**config.mk**
```make
export PLATFORM = sky130hd
export DESIGN_NAME = serial_byte_assembler
export DESIGN_NICKNAME = d
export VERILOG_FILES = /design/src/rtl/serial_asm_pkg.sv /design/src/rtl/sync_fifo_small.sv /design/src/rtl/serial_byte_assembler.sv
export SDC_FILE = /design/constraint.sdc
export NUM_CORES = 1
export LEC_CHECK = 0
export CORE_MARGIN = 5
export CORE_UTILIZATION = 60
export CTS_BUF_LIST = sky130_fd_sc_hd__clkbuf_8
export DETAILED_ROUTE_END_ITERATION = 6
export PLACE_DENSITY = 0.91
export SLEW_MARGIN = 20
export SYNTH_ARGS = -nofsm -noshare
export SYNTH_HDL_FRONTEND = slang
export SYNTH_SLANG_ARGS = --single-unit
export TNS_END_PERCENT = 10
```
**constraint.sdc**
```tcl
create_clock -name clk -period 3.45 [get_ports clk]
set_input_delay 0.8625 -clock clk [delete_from_list [all_inputs] [get_ports clk]]
set_output_delay 0.8625 -clock clk [all_outputs]
set_load 0.01 [all_outputs]
```
**src/rtl/serial_asm_pkg.sv**
```systemverilog
// ============================================================================
// Module   : serial_asm_pkg
// Brief    : Shared constants, frame sizing and byte type for the serial
//            byte assembler. Frame length grows by one when PARITY_CHECK_EN.
// Revision : 1.0 - initial release
// ============================================================================
`default_nettype none

package serial_asm_pkg;

    localparam int WIDTH_DEF = 8;
    localparam int DEPTH_DEF = 2;

`ifdef PARITY_CHECK_EN
    localparam int c_parity_bits = 1;
`else
    localparam int c_parity_bits = 0;
`endif

    localparam int c_frame_len_def = WIDTH_DEF + c_parity_bits;

    typedef logic [WIDTH_DEF-1:0] byte_t;

    function automatic int cnt_width(input int frame_len);
        return (frame_len > 1) ? $clog2(frame_len) : 1;
    endfunction

    localparam int c_cnt_w_def = cnt_width(c_frame_len_def);

endpackage

`default_nettype wire

```
**src/rtl/sync_fifo_small.sv**
```systemverilog
// ============================================================================
// Module   : sync_fifo_small
// Brief    : DEPTH-entry circular holding buffer with a registered head word.
//            A pop frees its slot in time for a push on the same edge.
// Revision : 1.0 - initial release
// ============================================================================
`default_nettype none

module sync_fifo_small
    import serial_asm_pkg::*;
#(
    parameter int WIDTH = WIDTH_DEF,
    parameter int DEPTH = DEPTH_DEF
)
(
    input  logic             clk,
    input  logic             rst,
    input  logic             push,
    input  logic [WIDTH-1:0] push_data,
    input  logic             pop,
    output logic             full,
    output logic             empty,
    output logic [WIDTH-1:0] head_data
);

    localparam int c_ptr_w = (DEPTH > 1) ? $clog2(DEPTH) : 1;
    localparam int c_occ_w = $clog2(DEPTH + 1);

    logic [WIDTH-1:0]   r_mem [DEPTH];
    logic [c_ptr_w-1:0] r_wr_ptr;
    logic [c_ptr_w-1:0] r_rd_ptr;
    logic [c_occ_w-1:0] r_occ;
    logic [WIDTH-1:0]   r_head;

    logic               w_push_ok;
    logic               w_pop_ok;
    logic [c_ptr_w-1:0] w_rd_ptr_nxt;

    assign full         = (r_occ == c_occ_w'(DEPTH));
    assign empty        = (r_occ == '0);
    assign w_pop_ok     = pop & ~empty;
    assign w_push_ok    = push & (~full | w_pop_ok);
    assign w_rd_ptr_nxt = r_rd_ptr + 1'b1;
    assign head_data    = r_head;

    always_ff @(posedge clk) begin
        if (w_push_ok) begin
            r_mem[r_wr_ptr] <= push_data;
        end
    end

    // r_head is a copy of the head slot so the output holds its last value
    // once the buffer drains instead of exposing a stale slot.
    always_ff @(posedge clk) begin
        if (rst) begin
            r_wr_ptr <= '0;
            r_rd_ptr <= '0;
            r_occ    <= '0;
            r_head   <= '0;
        end else begin
            if (w_push_ok) begin
                r_wr_ptr <= r_wr_ptr + 1'b1;
            end
            if (w_pop_ok) begin
                r_rd_ptr <= w_rd_ptr_nxt;
            end
            case ({w_push_ok, w_pop_ok})
                2'b10:   r_occ <= r_occ + 1'b1;
                2'b01:   r_occ <= r_occ - 1'b1;
                default: r_occ <= r_occ;
            endcase
            if (w_pop_ok && (r_occ > c_occ_w'(1))) begin
                r_head <= r_mem[w_rd_ptr_nxt];
            end else if (w_push_ok && (empty || (w_pop_ok && (r_occ == c_occ_w'(1))))) begin
                r_head <= push_data;
            end
        end
    end

endmodule

`default_nettype wire

```
**src/rtl/serial_byte_assembler.sv**
```systemverilog
// ============================================================================
// Module   : serial_byte_assembler
// Brief    : Assembles an LSB-first serial stream into bytes, buffers them and
//            offers them on valid/ready. Optional macro: PARITY_CHECK_EN.
// Revision : 1.0 - initial release
// ============================================================================
`default_nettype none

module serial_byte_assembler
    import serial_asm_pkg::*;
#(
    parameter int WIDTH = WIDTH_DEF,
    parameter int DEPTH = DEPTH_DEF
)
(
    input  logic             clk,
    input  logic             rst,
    input  logic             serial_in,
    input  logic             serial_valid,
    input  logic             byte_ready,
    input  logic             overrun_clr,
    output logic             byte_valid,
    output logic [WIDTH-1:0] byte_data,
    output logic             load,
    output logic             overrun,
    output logic             parity_err
);

    localparam int c_frame_len = WIDTH + c_parity_bits;
    localparam int c_cnt_w     = cnt_width(c_frame_len);
    localparam int c_sh_w      = c_frame_len - 1;

    // Only the bits before the final one are stored; the final bit is taken
    // straight from serial_in when the frame completes.
    logic [c_sh_w-1:0]  r_shreg;
    logic [c_cnt_w-1:0] r_cnt;
    logic               r_overrun;

    logic               w_last;
    logic               w_push;
    logic               w_full;
    logic               w_empty;
    logic               w_drop;
    logic [WIDTH-1:0]   w_frame_byte;

    assign w_last = serial_valid & (r_cnt == c_cnt_w'(c_frame_len - 1));

`ifdef PARITY_CHECK_EN
    logic r_parity_err;
    logic w_par_ok;

    assign w_frame_byte = r_shreg;
    assign w_par_ok     = ~(^{serial_in, r_shreg});
    assign w_push       = w_last & w_par_ok;
    assign parity_err   = r_parity_err;

    always_ff @(posedge clk) begin
        if (rst) begin
            r_parity_err <= 1'b0;
        end else begin
            r_parity_err <= w_last & ~w_par_ok;
        end
    end
`else
    assign w_frame_byte = {serial_in, r_shreg};
    assign w_push       = w_last;
    assign parity_err   = 1'b0;
`endif

    always_ff @(posedge clk) begin
        if (rst) begin
            r_shreg <= '0;
            r_cnt   <= '0;
        end else if (serial_valid) begin
            if (w_last) begin
                r_cnt <= '0;
            end else begin
                r_cnt   <= r_cnt + 1'b1;
                r_shreg <= {serial_in, r_shreg[c_sh_w-1:1]};
            end
        end
    end

    // A same-cycle pop makes room, so only a push with no pop is dropped.
    assign w_drop = w_push & w_full & ~load;

    always_ff @(posedge clk) begin
        if (rst) begin
            r_overrun <= 1'b0;
        end else if (w_drop) begin
            r_overrun <= 1'b1;
        end else if (overrun_clr) begin
            r_overrun <= 1'b0;
        end
    end

    sync_fifo_small #(
        .WIDTH (WIDTH),
        .DEPTH (DEPTH)
    ) u_fifo (
        .clk       (clk),
        .rst       (rst),
        .push      (w_push),
        .push_data (w_frame_byte),
        .pop       (load),
        .full      (w_full),
        .empty     (w_empty),
        .head_data (byte_data)
    );

    assign byte_valid = ~w_empty;
    assign load       = byte_valid & byte_ready;
    assign overrun    = r_overrun;

endmodule

`default_nettype wire
```
---- After elaboration in Yosys (flattened, before gate mapping) ----
Memory sizes are Yosys's and may differ from the RTL's.
Index checks and enable logic that the tools add are counted.
operators by class
  equal/unequal tests ..................... 5
  order comparisons ....................... 1
  bitwise operators ....................... 11
  mux-type cells .......................... 8
  add/subtract/negate cells ............... 5
  reductions and logical operators ........ 9
operators by type and width
  cell                 number
  $mux 8               2
  $and 1x1->1          6
  $reduce_bool 2->1    3
  $eq 2x1->1 const B   2
  $eq 2x2->1 const B   2
  $mux 1               4
  $not 1->1            4
  $pmux 2 s2           1
  $add 3x1->3 const B  1
  $eq 3x3->1 const B   1
  $logic_and 1x1->1    3
  $mux 3               1
  $add 1x1->1 const B  2
  $add 2x1->2 const B  1
  $gt 2x1->1 const B   1
  $logic_not 2->1      1
  $reduce_and 2->1     1
  $sub 2x1->2 const B  1
  $logic_or 1x1->1     1
  $or 1x1->1           1
storage, ports and cells
  word-level logic and storage cells ...... 47
  output and inout bits ................... 12
  memories ................................ 1
  register bits ........................... 23
  bits of input ports ..................... 6
  memory bits (writable) .................. 16
memories
  memory        depth  bits a word  read ports  clocked after Yosys merged registers in  write ports  RTL line               source
  u_fifo.r_mem  2      8            1           0                                        1            sync_fifo_small.sv:29  logic [WIDTH-1:0] r_mem [DEPTH];

---- Logic depth before layout (Yosys ltp) ----
  word-level depth ........................ 9
  gate-level depth with buffers ........... 9
  mapped depth without buffers ............ 9

---- By module ----
A second synthesis with hierarchy kept.
second synthesis, totals
  cell total of the unflattened synthesis .. 139
  area total of the unflattened synthesis .. 1651.6 um2
by module, submodules not included
  module                 cells each  area an instance (um2)  sequential area each (um2)  instances
  sync_fifo_small        85          1191.1                  720.7                       1
  serial_byte_assembler  54          460.4                   220.2                       1

---- Worst setup path before layout ----
OpenSTA, ideal clock, no wires.
  path kind ............................... input to register
  from .................................... input byte_ready
  to ...................................... memory u_fifo.r_mem[0][0] in the netlist's numbering, enable pin
  buffers on the path ..................... 0
  data required time ...................... 3.080 ns
  setup time .............................. 0.370 ns
  cell stages on the path ................. 4
  slack ................................... 1.471 ns
  data arrival time ....................... 1.609 ns
  path through ............................ nand2b_4 > a21oi_1 > inv_1 > nor2_1
between the ends
  longest elaborated chain between the ends .. 6
ends and longest elaborated chain
  item                          RTL line                      source
  start, declared               serial_byte_assembler.sv:20   input logic byte_ready,
  $and 1x1->1                   serial_byte_assembler.sv:112  assign load = byte_valid & byte_ready;
  $and 1x1->1                   sync_fifo_small.sv:41         assign w_pop_ok = pop & ~empty;
  $or 1x1->1                    sync_fifo_small.sv:42         assign w_push_ok = push & (~full | w_pop_ok);
  $and 1x1->1                   sync_fifo_small.sv:42
  $mux 1                        sync_fifo_small.sv:47         if (w_push_ok) begin
  $mux 1 (implied by the code)  sync_fifo_small.sv:48         r_mem[r_wr_ptr] <= push_data;
  end, declared                 sync_fifo_small.sv:29
Every way passes these cells.

---- Worst setup path after layout ----
  from .................................... input byte_ready
  to ...................................... output load
between the ends
  longest elaborated chain between the ends .. 1
ends and longest elaborated chain
  item           RTL line                      source
  $and 1x1->1    serial_byte_assembler.sv:112
  end, declared  serial_byte_assembler.sv:24   output logic load,
Every way passes these cells.

==> impl_metrics.csv <==
group,metric,value,unit
die,die_area,3869,sq um
layout,final_area,1891,sq um
logic_synthesis,synthAdderAreaFrac,0.04591,
layout,fin_util,0.7038,
layout,final_common_cell,"dfxtp_1",
clock_network,clock-sinks,39,
global_route,grt_pass1_vias,1123,
critical_path,cp.required,2590,ps
clock_network,htree_levels,2,
clock_network,cts_root_buf,"clkbuf_8",
routing,initialDrtViolationCount,29,
global_route,grt_usage,0.1720,
placed_design,hpwlAfterDp,2032,um
clock_network,numCtsBuffers,5,
layout,n_antenna_cell,0,
layout,nets,167,
routing,viasPerCell,5.754,
timing,tightestPinTransition,881.7,ps
critical_path,path_max_fanout,5,
routing,vias,1076,
clock_network,clockBufferDepth,2,
layout,final_cell_mix,"dfxtp_1, mux2i_1, clkdlybuf4s50_1, edfxtp_1, nor2_1",
logic_synthesis,synth_compound_area_frac,0.1048,
clock_network,post-cts-setup-buffers,0,
worst_hold_path,whs_path_depth,2,
worst_hold_path,hp-start,"u_fifo.head_data[4]",
global_route,grt_pass1_wl,5223,um
logic_synthesis,synth.area.mux_share,0.09793,
placed_design,port_buffers,16,
power_and_ir_drop,p_total,0.0008961,W
timing,fin_skew,5.884,ps
clock_network,tritoncts,"built",
power_and_ir_drop,vdd_drop_max,339.7,uV
global_route,antenna_found_initial,0,
timing,fin_tns_setup,0,ps
critical_path,r2r_start,"u_fifo.r_occ[1]",
global_route,overflow,0,
outcome,outcome,"finished clean",
critical_path,start_kind,"input port",
routing,drt_wl_total,3058,um
timing,finalCriticalPeriod,2937,ps
timing,hold_violations,0,
die,die_x,62.21,um
clock_network,clk_pin_slew_worst_paths,70,ps
die,ios,18,
worst_hold_path,whs_endpoint,"u_fifo.head_data[4]",
die,rows,19,
critical_path,r2r_slack,1400,ps
critical_path,r2r_end,"u_fifo.r_occ[1]",
critical_path,crit_type,"input port to primary output",
routing,drcViolationCount,0,
logic_synthesis,ys_ff_latch,39,
die,core_area,2686,sq um
worst_hold_path,hp-class,"flip-flop to flip-flop",
layout,areaGrowthSynthToFinish,15.61,%
logic_synthesis,ys_types,30,
critical_path,crit_path_end_kind,"primary output",
global_route,grt_max_degree,24,
routing,routedWlPerCell,16.35,um
power_and_ir_drop,power.density,474.0,nW/um^2
timing,rsz0062_at_grt,"false",
timing,finalCritPeriodShare,0.8514,
routing,firstDrtPassIters,4,
timing,final-max-slew-violation-count,0,
critical_path,arrival,2070,ps
clock_network,cts_hold_buf,0,
logic_synthesis,synthCells,137,
placed_design,dpl-instance-area,1805,sq um
timing,slew_headroom,0.4104,
logic_synthesis,seq_area_frac_synth,0.5754,
timing,fmax,0.3405,GHz
logic_synthesis,syn_area,1635,sq um
job,drv_cap,0,
clock_network,cts_resized,0,
critical_path,r2r_cells,9,
clock_network,clk_latency,290,ps
timing,setup_viol,0,
logic_synthesis,avgSynthCellArea,11.94,sq um
logic_synthesis,synth_xor_area_frac,0.02142,
logic_synthesis,ys.warnings.count,0,
routing,ant_nets,0,
placed_design,gp_routability_congestion,0.7811,
logic_synthesis,syn_nets,149,
logic_synthesis,synth-simple-area-share,0.1117,
die,initial_core_util,0.6088,
power_and_ir_drop,p_leak,0.7013,nW
logic_synthesis,synth_top_family_by_area,"simple AND/OR/NAND/NOR gates",
die,fp.dieH,62.21,um
layout,drive_above_1_share,0.09615,
timing,hold_ws,467.7,ps
==> sequential cells by signal, summed over array words and instances (netlist names) <==
register          flops
u_fifo.r_mem         16
r_cnt                 3
u_fifo.head_data      8
u_fifo.r_wr_ptr       1
u_fifo.r_rd_ptr       1
r_shreg               7
u_fifo.r_occ          2
overrun               1
==> per-layer routing <==
metal / vias up / GRT usage / part of all wire
met4: 0 / 0.1301 / 0.037
met2: 29 / 0.2733 / 0.51
met1: 514 / 0.1965 / 0.41
li1: 522 / - / -
met3: 11 / 0.04324 / 0.045
met5: - / 0 / 0
==> per-stage QoR <==
step | instances | setup slack (ps)
2_1_floorplan | 137 | 1471
3_3_place_gp | 179 | 538.3
3_5_place_dp | 179 | 514.6
4_1_cts | 187 | 507.5
5_1_grt | 187 | 468.9
6_report | 187 | 512.8
==> how the worst max path moves through the flow <==
stage / from / to / slack, ps / cells after the start
after floorplan: byte_ready / u_fifo.r_mem[0][0] / 1470 / 4
after global placement: byte_ready / load / 540 / 4
after detailed placement: byte_ready / load / 510 / 4
after CTS: byte_ready / load / 510 / 4
after global routing: byte_ready / load / 470 / 4
final: byte_ready / load / 510 / 4
==> critical path, stage by stage <==
cell and delay [ps]:
clkdlybuf4s50_1 530, nand2b_4 90, inv_1 60, clkdlybuf4s50_1 520
==> cell usage after synthesis <==
master | n | area (sq um)
inv_1 | 6 | 22.52
conb_1 | 1 | 3.750
nor2b_1 | 3 | 18.77
nor3_4 | 1 | 16.27
buf_2 | 2 | 10.01
nand3b_1 | 1 | 7.510
buf_6 | 1 | 11.26
clkbuf_1 | 1 | 3.750
and3b_1 | 1 | 8.760
o21ba_1 | 1 | 10.01
ha_1 | 6 | 75.07
nand2b_1 | 2 | 12.51
mux2i_1 | 16 | 160.2
a221oi_1 | 6 | 52.55
and2_1 | 1 | 6.260
o21bai_2 | 1 | 11.26
buf_4 | 2 | 15.01
nand4_1 | 1 | 6.260
xor2_1 | 2 | 17.52
a221oi_2 | 2 | 30.03
nand2b_4 | 1 | 13.76
buf_1 | 1 | 3.750
xnor2_1 | 2 | 17.52
nand2_1 | 8 | 30.03
a21oi_1 | 12 | 60.06
nand2_2 | 1 | 6.260
nor2_1 | 15 | 56.30
edfxtp_1 | 16 | 480.5
dfxtp_1 | 23 | 460.4
a211oi_1 | 1 | 7.510
==> logic make-up after synthesis <==
kind of cell | count (synthesis)
adder cells (fa/ha/maj) | 6
AND/OR/NAND/NOR | 35
other | 1
AO/OA/AOI/OAI | 23
flip-flops | 39
XOR/XNOR | 4
buffers and inverters | 13
multiplexers | 16
==> power by group <==
part	internal [W]	leakage, nW	switching, W
Clock	0.000138	0.0453	0.000155
Sequential	0.000487	0.331	0.0000147
Combinational	0.0000504	0.325	0.0000512
Total	0.000675	0.701	0.000221
==> layout make-up <==
| class | instances | area, sq um |
|---|---|---|
| clock buffers | 5 | 68.82 |
| clock inverters | 3 | 16.27 |
| fillers | 188 | 795.8 |
| inverters | 6 | 22.52 |
| multi-input cells | 85 | 628.1 |
| flip-flops and latches | 39 | 940.9 |
| well taps | 31 | 38.79 |
| repair buffers | 18 | 175.2 |
Power figures use the tool's default switching activity.
